$ cat src/rtl/fsm_pkg.sv
// Shared types and timing constants for the calibration sequencer.
package fsm_pkg;

    typedef enum logic [2:0] {
        IDLE       = 3'd0,
        ARMED      = 3'd1,
        DELAY      = 3'd2,
        WAIT_PHASE = 3'd3,
        TRIGGER    = 3'd4,
        DONE       = 3'd5
    } scenario_state_t;

    localparam int unsigned CLOCK_HZ              = 200_000_000;
    // 9 ms and 100 ns at CLOCK_HZ.
    localparam int unsigned DEFAULT_DELAY_CYCLES  = 1_800_000;
    localparam int unsigned DEFAULT_TRIGGER_WIDTH = 20;
    localparam int unsigned DEFAULT_SYNC_STAGES   = 2;

endpackage

$ cat src/rtl/sync_edge_detect.sv
// Multi-flop synchronizer followed by a rising-edge detector.
// The edge pulse is one cycle wide and is decoded from the registered previous level.
module sync_edge_detect #(
    parameter int unsigned SYNC_STAGES = 2
) (
    input  logic clock,
    input  logic reset_signal,
    input  logic async_in,
    output logic sync_out,
    output logic rise
);

    logic [SYNC_STAGES-1:0] sync_chain;
    logic                   prev;

    always_ff @(posedge clock or posedge reset_signal) begin
        if (reset_signal) begin
            sync_chain <= '0;
            prev       <= 1'b0;
        end else begin
            sync_chain[0] <= async_in;
            for (int i = 1; i < int'(SYNC_STAGES); i++) begin
                sync_chain[i] <= sync_chain[i-1];
            end
            prev <= sync_chain[SYNC_STAGES-1];
        end
    end

    assign sync_out = sync_chain[SYNC_STAGES-1];
    assign rise     = sync_out & ~prev;

endmodule

$ cat src/rtl/fsm_calibration.sv
// Calibration sequencer: start -> fast-gate pulse -> programmable delay -> phase
// alignment -> one fixed-width trigger, with a running trigger count.
module fsm_calibration
    import fsm_pkg::*;
#(
    parameter int unsigned DELAY_CYCLES  = DEFAULT_DELAY_CYCLES,
    parameter int unsigned TRIGGER_WIDTH = DEFAULT_TRIGGER_WIDTH,
    parameter int unsigned SYNC_STAGES   = DEFAULT_SYNC_STAGES
) (
    input  logic        clock,
    input  logic        reset_signal,
    input  logic        start_signal,
    input  logic        fg_signal,
    input  logic        phase_signal,
    output logic        output_trigger,
    output logic [2:0]  scenario_state,
    output logic [31:0] counter_out
);

    localparam int unsigned DW = $clog2(DELAY_CYCLES + 1);
    localparam int unsigned WW = $clog2(TRIGGER_WIDTH + 1);
    localparam logic [DW-1:0] DELAY_LAST = DW'(DELAY_CYCLES - 1);
    localparam logic [WW-1:0] WIDTH_LAST = WW'(TRIGGER_WIDTH - 1);

    logic [2:0] levels_unused;
    logic       start_rise;
    logic       fg_rise;
    logic       phase_rise;

    sync_edge_detect #(.SYNC_STAGES(SYNC_STAGES)) u_start_sync (
        .clock        (clock),
        .reset_signal (reset_signal),
        .async_in     (start_signal),
        .sync_out     (levels_unused[0]),
        .rise         (start_rise)
    );

    sync_edge_detect #(.SYNC_STAGES(SYNC_STAGES)) u_fg_sync (
        .clock        (clock),
        .reset_signal (reset_signal),
        .async_in     (fg_signal),
        .sync_out     (levels_unused[1]),
        .rise         (fg_rise)
    );

    sync_edge_detect #(.SYNC_STAGES(SYNC_STAGES)) u_phase_sync (
        .clock        (clock),
        .reset_signal (reset_signal),
        .async_in     (phase_signal),
        .sync_out     (levels_unused[2]),
        .rise         (phase_rise)
    );

    scenario_state_t state_q;
    scenario_state_t state_next;
    logic [DW-1:0]   delay_cnt;
    logic [WW-1:0]   width_cnt;
    logic [31:0]     event_count;
    logic            trigger_q;
    logic            arm_delay;
    logic            fire;

    always_ff @(posedge clock or posedge reset_signal) begin
        if (reset_signal) begin
            state_q <= IDLE;
        end else begin
            state_q <= state_next;
        end
    end

    always_comb begin
        state_next = state_q;
        arm_delay  = 1'b0;
        fire       = 1'b0;
        case (state_q)
            IDLE: begin
                if (start_rise) state_next = ARMED;
            end
            ARMED: begin
                if (fg_rise) begin
                    state_next = DELAY;
                    arm_delay  = 1'b1;
                end
            end
            DELAY: begin
                if (delay_cnt == DELAY_LAST) state_next = WAIT_PHASE;
            end
            WAIT_PHASE: begin
                if (phase_rise) begin
                    state_next = TRIGGER;
                    fire       = 1'b1;
                end
            end
            TRIGGER: begin
                if (width_cnt == WIDTH_LAST) state_next = DONE;
            end
            DONE: begin
                state_next = IDLE;
            end
            default: begin
                state_next = IDLE;
            end
        endcase
    end

    // Delay, pulse-width and event counters; the trigger flop follows the next state
    // so it rises and falls on exactly the edges that enter and leave TRIGGER.
    always_ff @(posedge clock or posedge reset_signal) begin
        if (reset_signal) begin
            delay_cnt   <= '0;
            width_cnt   <= '0;
            event_count <= '0;
            trigger_q   <= 1'b0;
        end else begin
            if (arm_delay) begin
                delay_cnt <= '0;
            end else if (state_q == DELAY) begin
                delay_cnt <= delay_cnt + DW'(1);
            end

            if (state_q == TRIGGER) begin
                width_cnt <= width_cnt + WW'(1);
            end else begin
                width_cnt <= '0;
            end

            if (fire) begin
                event_count <= event_count + 32'd1;
            end

            trigger_q <= (state_next == TRIGGER);
        end
    end

    assign output_trigger = trigger_q;
    assign scenario_state = state_q;
    assign counter_out    = event_count;

endmodule

$ cat config.mk
export PLATFORM = sky130hd
export DESIGN_NAME = fsm_calibration
export DESIGN_NICKNAME = d
export VERILOG_FILES = /design/src/rtl/fsm_pkg.sv /design/src/rtl/sync_edge_detect.sv /design/src/rtl/fsm_calibration.sv
export SDC_FILE = /design/constraint.sdc
export NUM_CORES = 1
export LEC_CHECK = 0
export ABC_CLOCK_PERIOD_IN_PS = 4900
export BUFFER_PORTS_ARGS = -buffer_cell sky130_fd_sc_hd__buf_2
export CORE_MARGIN = 4
export CORE_UTILIZATION = 32
export DETAILED_ROUTE_END_ITERATION = 8
export PLACE_DENSITY = 0.56
export SETUP_SLACK_MARGIN = 0.02
export SLEW_MARGIN = 10
export SYNTH_ARGS = -nofsm -noshare
export SYNTH_HDL_FRONTEND = slang
export SYNTH_SLANG_ARGS = --single-unit
$ cat constraint.sdc
create_clock -name clock -period 4.9 [get_ports clock]
set_clock_uncertainty 0.1 [all_clocks]
set_input_delay 0.98 -clock clock [delete_from_list [all_inputs] [get_ports clock]]
set_output_delay 0.98 -clock clock [all_outputs]
set_load 0.03 [all_outputs]
# After elaboration in Yosys (flattened, before gate mapping)
# Cells that the tools add are included.
[word_totals] ff_bits=71 latchBits=0 ram_bits=0 romBits=0 inputBits=5 wordCells=42 memories=0
[op_classes] addsub=3 n_mul=0 n_div=0 order_cmp=0 n_eq_ne=7 shift=0 n_mux=13 bitwise=6 n_reduce_logical=2
[ops] op="21-bit two-way mux" count=2
[ops] op="32-bit by 1-bit adder with 32-bit output, second input constant" count=1
[ops] op="21-bit by 1-bit adder with 21-bit output, second input constant" count=1
[ops] op="21-bit == test, second input constant" count=1
[ops] op="3-bit two-way mux" count=5
[ops] op="3-bit one-hot mux with 5 select lines" count=1
[ops] op="3-bit by 2-bit == test with 1-bit output, second input constant" count=2
[ops] op="3-bit == test, second input constant" count=2
[ops] op="5-bit by 1-bit adder with 5-bit output, second input constant" count=1
[ops] op="5-bit == test, second input constant" count=1
[ops] op="5-bit two-way mux" count=1
[ops] op="1-bit two-way mux" count=4
[ops] op="1-bit AND" count=3
[ops] op="3-bit by 1-bit == test with 1-bit output, second input constant" count=1
[ops] op="3-bit zero test" count=1
[ops] op="1-bit inverter" count=3
[ops] op="2-bit nonzero test" count=1

# Depth between registers and ports, before layout
# Gate-level depths: netlist (run 1).
[logic_depth] ltp_word=5 ltp_mapped=7 mapped_depth_nobuf=6

# Hierarchy
# Synthesis (run 1) repeated with hierarchy kept, for this count alone.
[hier_totals] hier_cells=282 hier_area_um2=3174.3
[by_module_without_submodules] module="fsm_calibration" n_inst=1 cells_each=267 area_per_inst_um2=2896.5
[by_module_without_submodules] module="sync_edge_detect" n_inst=3 cells_each=5 area_per_inst_um2=92.6

# Worst setup path before layout (run 1)
# Ideal clock, no wire load.
[synth_path] kind="flip-flop to flip-flop" startpoint="register state_q[0] (netlist: scenario_state[0])" endpoint="register event_count[28] (netlist: counter_out[28])" setup_time_ns=0.134 t_arrival_ns=1.820 required_time_ns=4.666 slack_ns=2.846 path_stages_with_launch=8 period_less_slack_ns=2.054 path_cell_list="dfrtp_1 clkbuf_8 nand4bb_1 or3_1 nor2b_1 buf_2 nand4_1 xnor2_1"
[synth_via] elab_chain_len=2
[synth_lines] element="start, declared" line_no="fsm_calibration.sv:54" text="scenario_state_t state_q;"
[synth_lines] element="start signal, assigned" line_no="fsm_calibration.sv:67" text="state_q <= state_next;"
[synth_lines] element="3-bit by 2-bit == test with 1-bit output" line_no="fsm_calibration.sv:75" text="case (state_q)"
[synth_lines] element="1-bit two-way mux" line_no="fsm_calibration.sv:75"
[synth_lines] element="end signal, assigned" line_no="fsm_calibration.sv:128" text="event_count <= event_count + 32'd1;"
[synth_lines] element="end, declared" line_no="fsm_calibration.sv:58" text="logic [31:0] event_count;"
# No other way between the ends.
# A chain may end at the register's enable or synchronous reset.

# Final worst setup path (run 1)
# Same ends and word-level chain as after synthesis.

==> metrics.yaml, run 1 <==
clock_tree:
  clk_path_buf_depth: 2
  clkSinkCount: 71
  cts_tree: "yes"
  clockRootBuffer: "clkbuf_8"
  numCtsBuffers: 9
  postCtsHoldBufs: 0
  post_cts_resized: 0
  htreeDepth: 3
  post-cts-setup-buffers: 0
  insertion_delay_ns: 0.35
  clkSlewWorstSetupHoldPaths_ns: 0.09
power:
  p_total_mw: 1.36
  pwr-share-seq: 0.497
  vdd_drop_max_mv: 0.157
  p_int_uw: 963
  switching_share: 0.294
  pwr_density_cell_mw_per_mm2: 363
  leakage_nw: 1.72
  comb_power_share: 0.144
  switching_power_uw: 401
  pwr-share-clk: 0.359
sta:
  drv_slew: 0
  hold_slack_ns: 0.255
  fmax_mhz: 414
  relSlewSlack: 0.427
  finalSetupViolCount: 0
  fin_tns_setup_ns: 0
  worst_pin_slew_ns: 0.858
  finalCritPeriodShare: 0.493
  fin_ws_ns: 2.48
  min_period_ns: 2.42
  rsz0062_at_grt: "no"
  finalHoldViolCount: 0
layout:
  final_nets: 336
  seq_area_mm2: 0.00178
  final_area_mm2: 0.00376
  final_cell_count_no_fill: 466
  drive_gt1_frac: 0.249
  area_growth_pct: 17.1
  multi_input_area_mm2: 0.00137
  antennaDiodeCount: 0
  final_util: 0.384
  fillers: 979
synthesis:
  synth-edff-count: 0
  yosysMostFrequentCell: "dfrtp_1"
  netlist_area_mm2: 0.00321
  ys_top_cells_by_area: "dfrtp_1 55%, xnor2_1 10%, xor2_1 3.6%"
  synth.top_cell.area_share: 0.554
  synthCells: 282
  synthArstFlopShare: 1.00
  ys_seq_area_frac: 0.554
  yosys-top-cells-count: "71 x dfrtp_1, 38 x xnor2_1, 27 x nor2_1"
  ys_ff_latch: 71
  synth.avg_cell_area_um2: 11.4
  yosysTopAreaCell: "dfrtp_1"
  ys_warn_count: 0
  synth_nets: 290
  yosysUniqueCellTypes: 44
  ys.flop_type: "dfrtp_1"
grt:
  grt_overflow_total: 0
  grt_pass1_wl_um: 10200
  antenna_found_initial: 0
  grt_usage: 0.111
  grt_max_degree: 43
  grt_pass1_vias: 2110
placement:
  post_dp_cell_area_mm2: 0.00355
  portBuffers: 40
  pre_cts_ws_ns: 2.50
  place.gp.congestion: 0.729
  dp_cells: 450
  hpwl_um: 4120
floorplanning:
  die_x_um: 108
  fp.coreArea_mm2: 0.00977
  die_h_um: 108
  fp-row-count: 36
  die-area_mm2: 0.0117
  start_util: 0.328
  ios: 41
detailed_routing:
  ant_nets: 0
  drt_iter0_drc: 59
  avgViaCountPerCell: 4.53
  vias: 2111
  routedWlPerCell_um: 12.8
  drc: 0
  drt-total-wl_um: 5960
  dr.pass1.iters: 4
hold_path:
  holdCritPathClass: "reg2reg"
status:
  status: "complete, no violations"
worst_setup_path:
  crit_type: "reg2reg"
  critPathCaptureType: "flop"
  critPathMaxFanout: 11
  crit_arrival_ns: 2.55
  worst_setup_path_start_kind: "flop"
  required_ns: 5.03
job:
  cap_violations: 0
[cell usage in the layout (no fill, tap or decap), drive strengths merged, types with 2 or more instances in the layout]
master,n
nor4,3
or3,4
o21ai,4
ha,3
buf,42
xnor2,38
and3,7
and2,5
nor3,10
and4,7
nor3b,3
inv,5
nand2,22
nand3,19
clkbuf,12
nor2,31
xor2,13
nor2b,2
clkinvlp,2
nand4,15
a21oi,4
dfrtp,71
[path summary, 6_finish.rpt]
kind                                                        start                                end  slack (ns)  depth (start not counted)
max in group asynchronous                            reset_signal           delay_cnt[2]$_DFFE_PP0P_        3.08                          3
min in group asynchronous                            reset_signal         counter_out[9]$_DFFE_PP0P_        0.70                          2
worst min-delay path            u_fg_sync.sync_chain[0]$_DFF_PP0_  u_fg_sync.sync_chain[1]$_DFF_PP0_        0.25                          0
worst min register to register  u_fg_sync.sync_chain[0]$_DFF_PP0_  u_fg_sync.sync_chain[1]$_DFF_PP0_        0.25                          0
worst max-delay path                  scenario_state[0]$_DFF_PP0_        counter_out[28]$_DFFE_PP0P_        2.48                          5
worst max register to register        scenario_state[0]$_DFF_PP0_        counter_out[28]$_DFFE_PP0P_        2.48                          5
[state kept, by name (all words and copies together) (netlist names)]
signal                   count
counter_out                 32
scenario_state               3
u_start_sync.sync_chain      2
u_phase_sync.prev            1
width_cnt                    5
u_fg_sync.sync_chain         2
delay_cnt                   21
output_trigger               1
u_phase_sync.sync_chain      2
u_start_sync.prev            1
u_fg_sync.prev               1
[worst max-delay path: stages, from the launching register on]
cell       delay [ns]
dfrtp_1          0.56
nand4bb_1        0.17
or3_1            0.48
nor2b_1          0.61
nand4_1          0.20
xnor2_1          0.17
[kinds of logic (layout without fill, tap and decap cells)]
family | Yosys count | in the layout | synth area share
fa+ha+maj | 3 | 3 | 0.0117
compound gates | 9 | 9 | 0.0160
xor+xnor | 51 | 51 | 0.139
buf+inv | 12 | 63 | 0.0207
flops | 71 | 71 | 0.554
mux | 2 | 2 | 0.00663
simple gates | 134 | 134 | 0.252
[routing by layer]
layer	vias up	track usage	routed length, um
met5	-	0	0
met4	0	0.0406	91
met3	9	0.0418	304
met2	51	0.167	2630
met1	995	0.147	2930
li1	1056	-	-
[cell type report]
type	count	area share
clock buffer	12	0.0413
multi-input combinational	199	0.365
inverter	5	0.00500
clock inverter	4	0.0143
timing repair buffer	42	0.0573
tap	133	0.0443
sequential	71	0.473
[power by group through the flow]
stage / sequential [mW] / combinational (mW) / clock, mW
after global placement: 0.685 / 0.201 / 0
final: 0.678 / 0.197 / 0.490
after CTS: 0.678 / 0.202 / 0.504
after floorplan: 0.711 / 0.130 / 0
after global routing: 0.686 / 0.220 / 0.530
after detailed placement: 0.690 / 0.201 / 0
Note: power is estimated with default switching activity, not from simulation.
==> run 2, diff against run 1 <==
ABC_CLOCK_PERIOD_IN_PS = 1900   (was 4900)
PLACE_DENSITY = 0.58   (was 0.56)
clock period = 1.9 ns   (was 4.9 ns; I/O delays follow)
==> run 2 against run 1 <==
  * The flow now finishes with violations (negative hold slack)
  * First-iteration DRC count is 17% higher
  * Utilization rose by 2.2 points
  * Clock power grew 150%
  * Sequential power rose to 2.6 times the previous value
  * Sequential share of layout area decreased by 2.4 points
  * Via count grew 5.1%
  * Register-to-register slack worse by 2.4 ns
  * Critical path type unchanged
  * Largest cell class unchanged
  * Highest routed layer unchanged
==> metrics.yaml, run 2 (same netlist as run 1, synthesis figures left out) <==
sta:
  min_period_ns: 1.79  # -0.622 ns
  relSlewSlack: 0.734  # +0.307
  fin_ws_ns: 0.106  # -2.38 ns
  fin_tns_setup_ns: 0  # unchanged
  hold_slack_ns: -0.00270  # -0.257 ns
  finalCritPeriodShare: 0.944  # +0.451
  worst_pin_slew_ns: 0.398  # -0.460 ns
  finalSetupViolCount: 0  # unchanged
  rsz0062_at_grt: "yes"
  fmax_mhz: 557  # +35%
  drv_slew: 0  # unchanged
  finalHoldViolCount: 2  # +2
worst_setup_path:
  critPathCaptureType: "flop"
  r2r_setup_slack_ns: 0.11  # -2.38 ns
  rr_startpoint: "counter_out[1]$_DFFE_PP0P_"
  r2r_end: "counter_out[28]$_DFFE_PP0P_"
  crit_type: "reg2reg"
  path_cells: "ha_1 > nand2_1 > or3_4 > nor2b_4 > buf_4 > nand4_1 > xnor2_1"
  worst_setup_path_start_kind: "flop"
  slowest_stage: "or3_4"
  crit_arrival_ns: 1.92  # -0.63 ns
  crit_path_end: "counter_out[28]$_DFFE_PP0P_"
  slowest_delay_ns: 0.42  # -0.19 ns
  critPathLaunch: "counter_out[1]$_DFFE_PP0P_"
  reg2regPathDepth: 7  # +2
  required_ns: 2.03  # -3.00 ns
  critPathMaxFanout: 5  # -6
floorplanning:
  fp.coreArea_mm2: 0.00977  # unchanged
  start_util: 0.328  # unchanged
  die_x_um: 108  # unchanged
  die_h_um: 108  # unchanged
  ios: 41  # unchanged
  fp-row-count: 36  # unchanged
  die-area_mm2: 0.0117  # unchanged
layout:
  final_cell_mix: "65 x dfrtp_1, 41 x buf_2, 38 x xnor2_1, 27 x nor2_1"
  fillers: 968  # -1.1%
  final_util: 0.406  # +0.0220
  area_growth_pct: 23.8
  antennaDiodeCount: 0  # unchanged
  largest_reg_flops: 32  # unchanged
  final_cell_count_no_fill: 488  # +4.7%
  final_nets: 358  # +6.5%
  final_common_cell: "dfrtp_1"
  drive_gt1_frac: 0.324  # +0.0747
grt:
  grtUsageMet1: 0.151  # +0.00382
  antenna_found_initial: 0  # unchanged
  grt.met3_usage: 0.0316  # -0.0101
  grt_overflow_total: 0  # unchanged
  grt_usage: 0.115  # +0.00345
  grt_pass1_vias: 2201  # +4.3%
  met2_usage: 0.181  # +0.0138
  grt_pass1_wl_um: 10700  # +4.9%
  top_usage_layer: "met2"
  grt_max_degree: 72  # +67%
clock_tree:
  htreeDepth: 3  # unchanged
  clkSinkCount: 71  # unchanged
  insertion_delay_ns: 0.34  # about the same
  cts_tree: "yes"
  post-cts-setup-buffers: 0  # unchanged
  clk_path_buf_depth: 2  # unchanged
  numCtsBuffers: 9  # unchanged
  clkSlewWorstSetupHoldPaths_ns: 0.08  # about the same
  clockRootBuffer: "clkbuf_8"
  postCtsHoldBufs: 0  # unchanged
placement:
  portBuffers: 40  # unchanged
  dp_cells: 471  # +4.7%
  place.gp.congestion: 0.730  # +0.15%
  hpwl_um: 4300  # +4.2%
  pre_cts_ws_ns: 0.0732  # -2.42 ns
detailed_routing:
  avgViaCountPerCell: 4.55  # +0.38%
  dr.pass1.iters: 6  # +2
  vias: 2219  # +5.1%
  routedWlPerCell_um: 12.9  # +1.0%
  ant_nets: 0  # unchanged
  drc: 0  # unchanged
  drt-total-wl_um: 6310  # +5.8%
  drt_iter0_drc: 69  # +17%
power:
  pwr-share-seq: 0.478  # -0.019
  pwr_density_cell_mw_per_mm2: 909  # +150%
  p_int_mw: 2.53  # +160%
  pwr-share-clk: 0.339  # -0.020
  switching_power_mw: 1.07  # +170%
  leakage_nw: 1.84  # +6.8%
  comb_power_share: 0.183  # +0.039
  switching_share: 0.298  # +0.00357
  vdd_drop_max_mv: 0.465  # +200%
job:
  cap_violations: 0  # unchanged
status:
  status: "complete, but fails checks"
  violations: "negative hold slack"
hold_path:
  holdCritPathClass: "in2async"
[run 2: repair_timing]
item                       CTS  global route
setup endpoints to repair    0            13
resized for setup            0             5
hold endpoints to repair     0             0
[run 2: area by class of cell]
class	instances	area [um^2]	share of cell area
flip-flops and latches	71	1780	0.449
multi-input cells	199	1410	0.355
clock inverters	5	57.6	0.0145
clock buffers	11	141	0.0356
repair buffers	64	390	0.0983
inverters	5	22.5	0.00567
well taps	133	166	0.0419
[run 2: worst max-delay path, delay by kind of cell, from the launching register on]
kind,cells,cell delay (ns)
simple gates,4,0.72
flops,1,0.39
fa+ha+maj,1,0.17
buf+inv,1,0.15
xor+xnor,1,0.14
[run 2: power by group through the flow]
stage               clock [mW]  sequential (mW)  combinational, mW
global placement             0             1.74              0.654
floorplan                    0             1.84              0.342
detailed placement           0             1.75              0.667
global route              1.34             1.74              0.729
finish                    1.22             1.73              0.659
CTS                       1.26             1.72              0.668
[run 2: how the worst min path moves through the flow]
| stage | slack, ns | cells past startpoint | to | startpoint |
|---|---|---|---|---|
| finish | -0.003 | 3 | delay_cnt[9]$_DFFE_PP0P_ | reset_signal |
| global route | 0.01 | 1 | u_phase_sync.sync_chain[0]$_DFF_PP0_ | phase_signal |
| CTS | 0.03 | 1 | u_start_sync.sync_chain[0]$_DFF_PP0_ | start_signal |
| detailed placement | 0.24 | 0 | u_fg_sync.sync_chain[1]$_DFF_PP0_ | u_fg_sync.sync_chain[0]$_DFF_PP0_ |
| global placement | 0.24 | 0 | u_fg_sync.sync_chain[1]$_DFF_PP0_ | u_fg_sync.sync_chain[0]$_DFF_PP0_ |
| floorplan | 0.23 | 0 | u_fg_sync.sync_chain[1]$_DFF_PP0_ | u_fg_sync.sync_chain[0]$_DFF_PP0_ |
[run 2: routing by layer]
| metal | vias up | share of wire |
|---|---|---|
| li1 | 1104 | - |
| met1 | 1078 | 0.47 |
| met2 | 31 | 0.47 |
| met3 | 6 | 0.041 |
| met4 | 0 | 0.013 |
| met5 | - | 0 |
[run 2: metrics by stage]
stage	power, mW	instance area, um^2
final	3.61	3970
after global routing	3.81	3970
after CTS	3.65	3940
after detailed placement	2.42	3740
after global placement	2.39	3740
after floorplan	2.18	3230
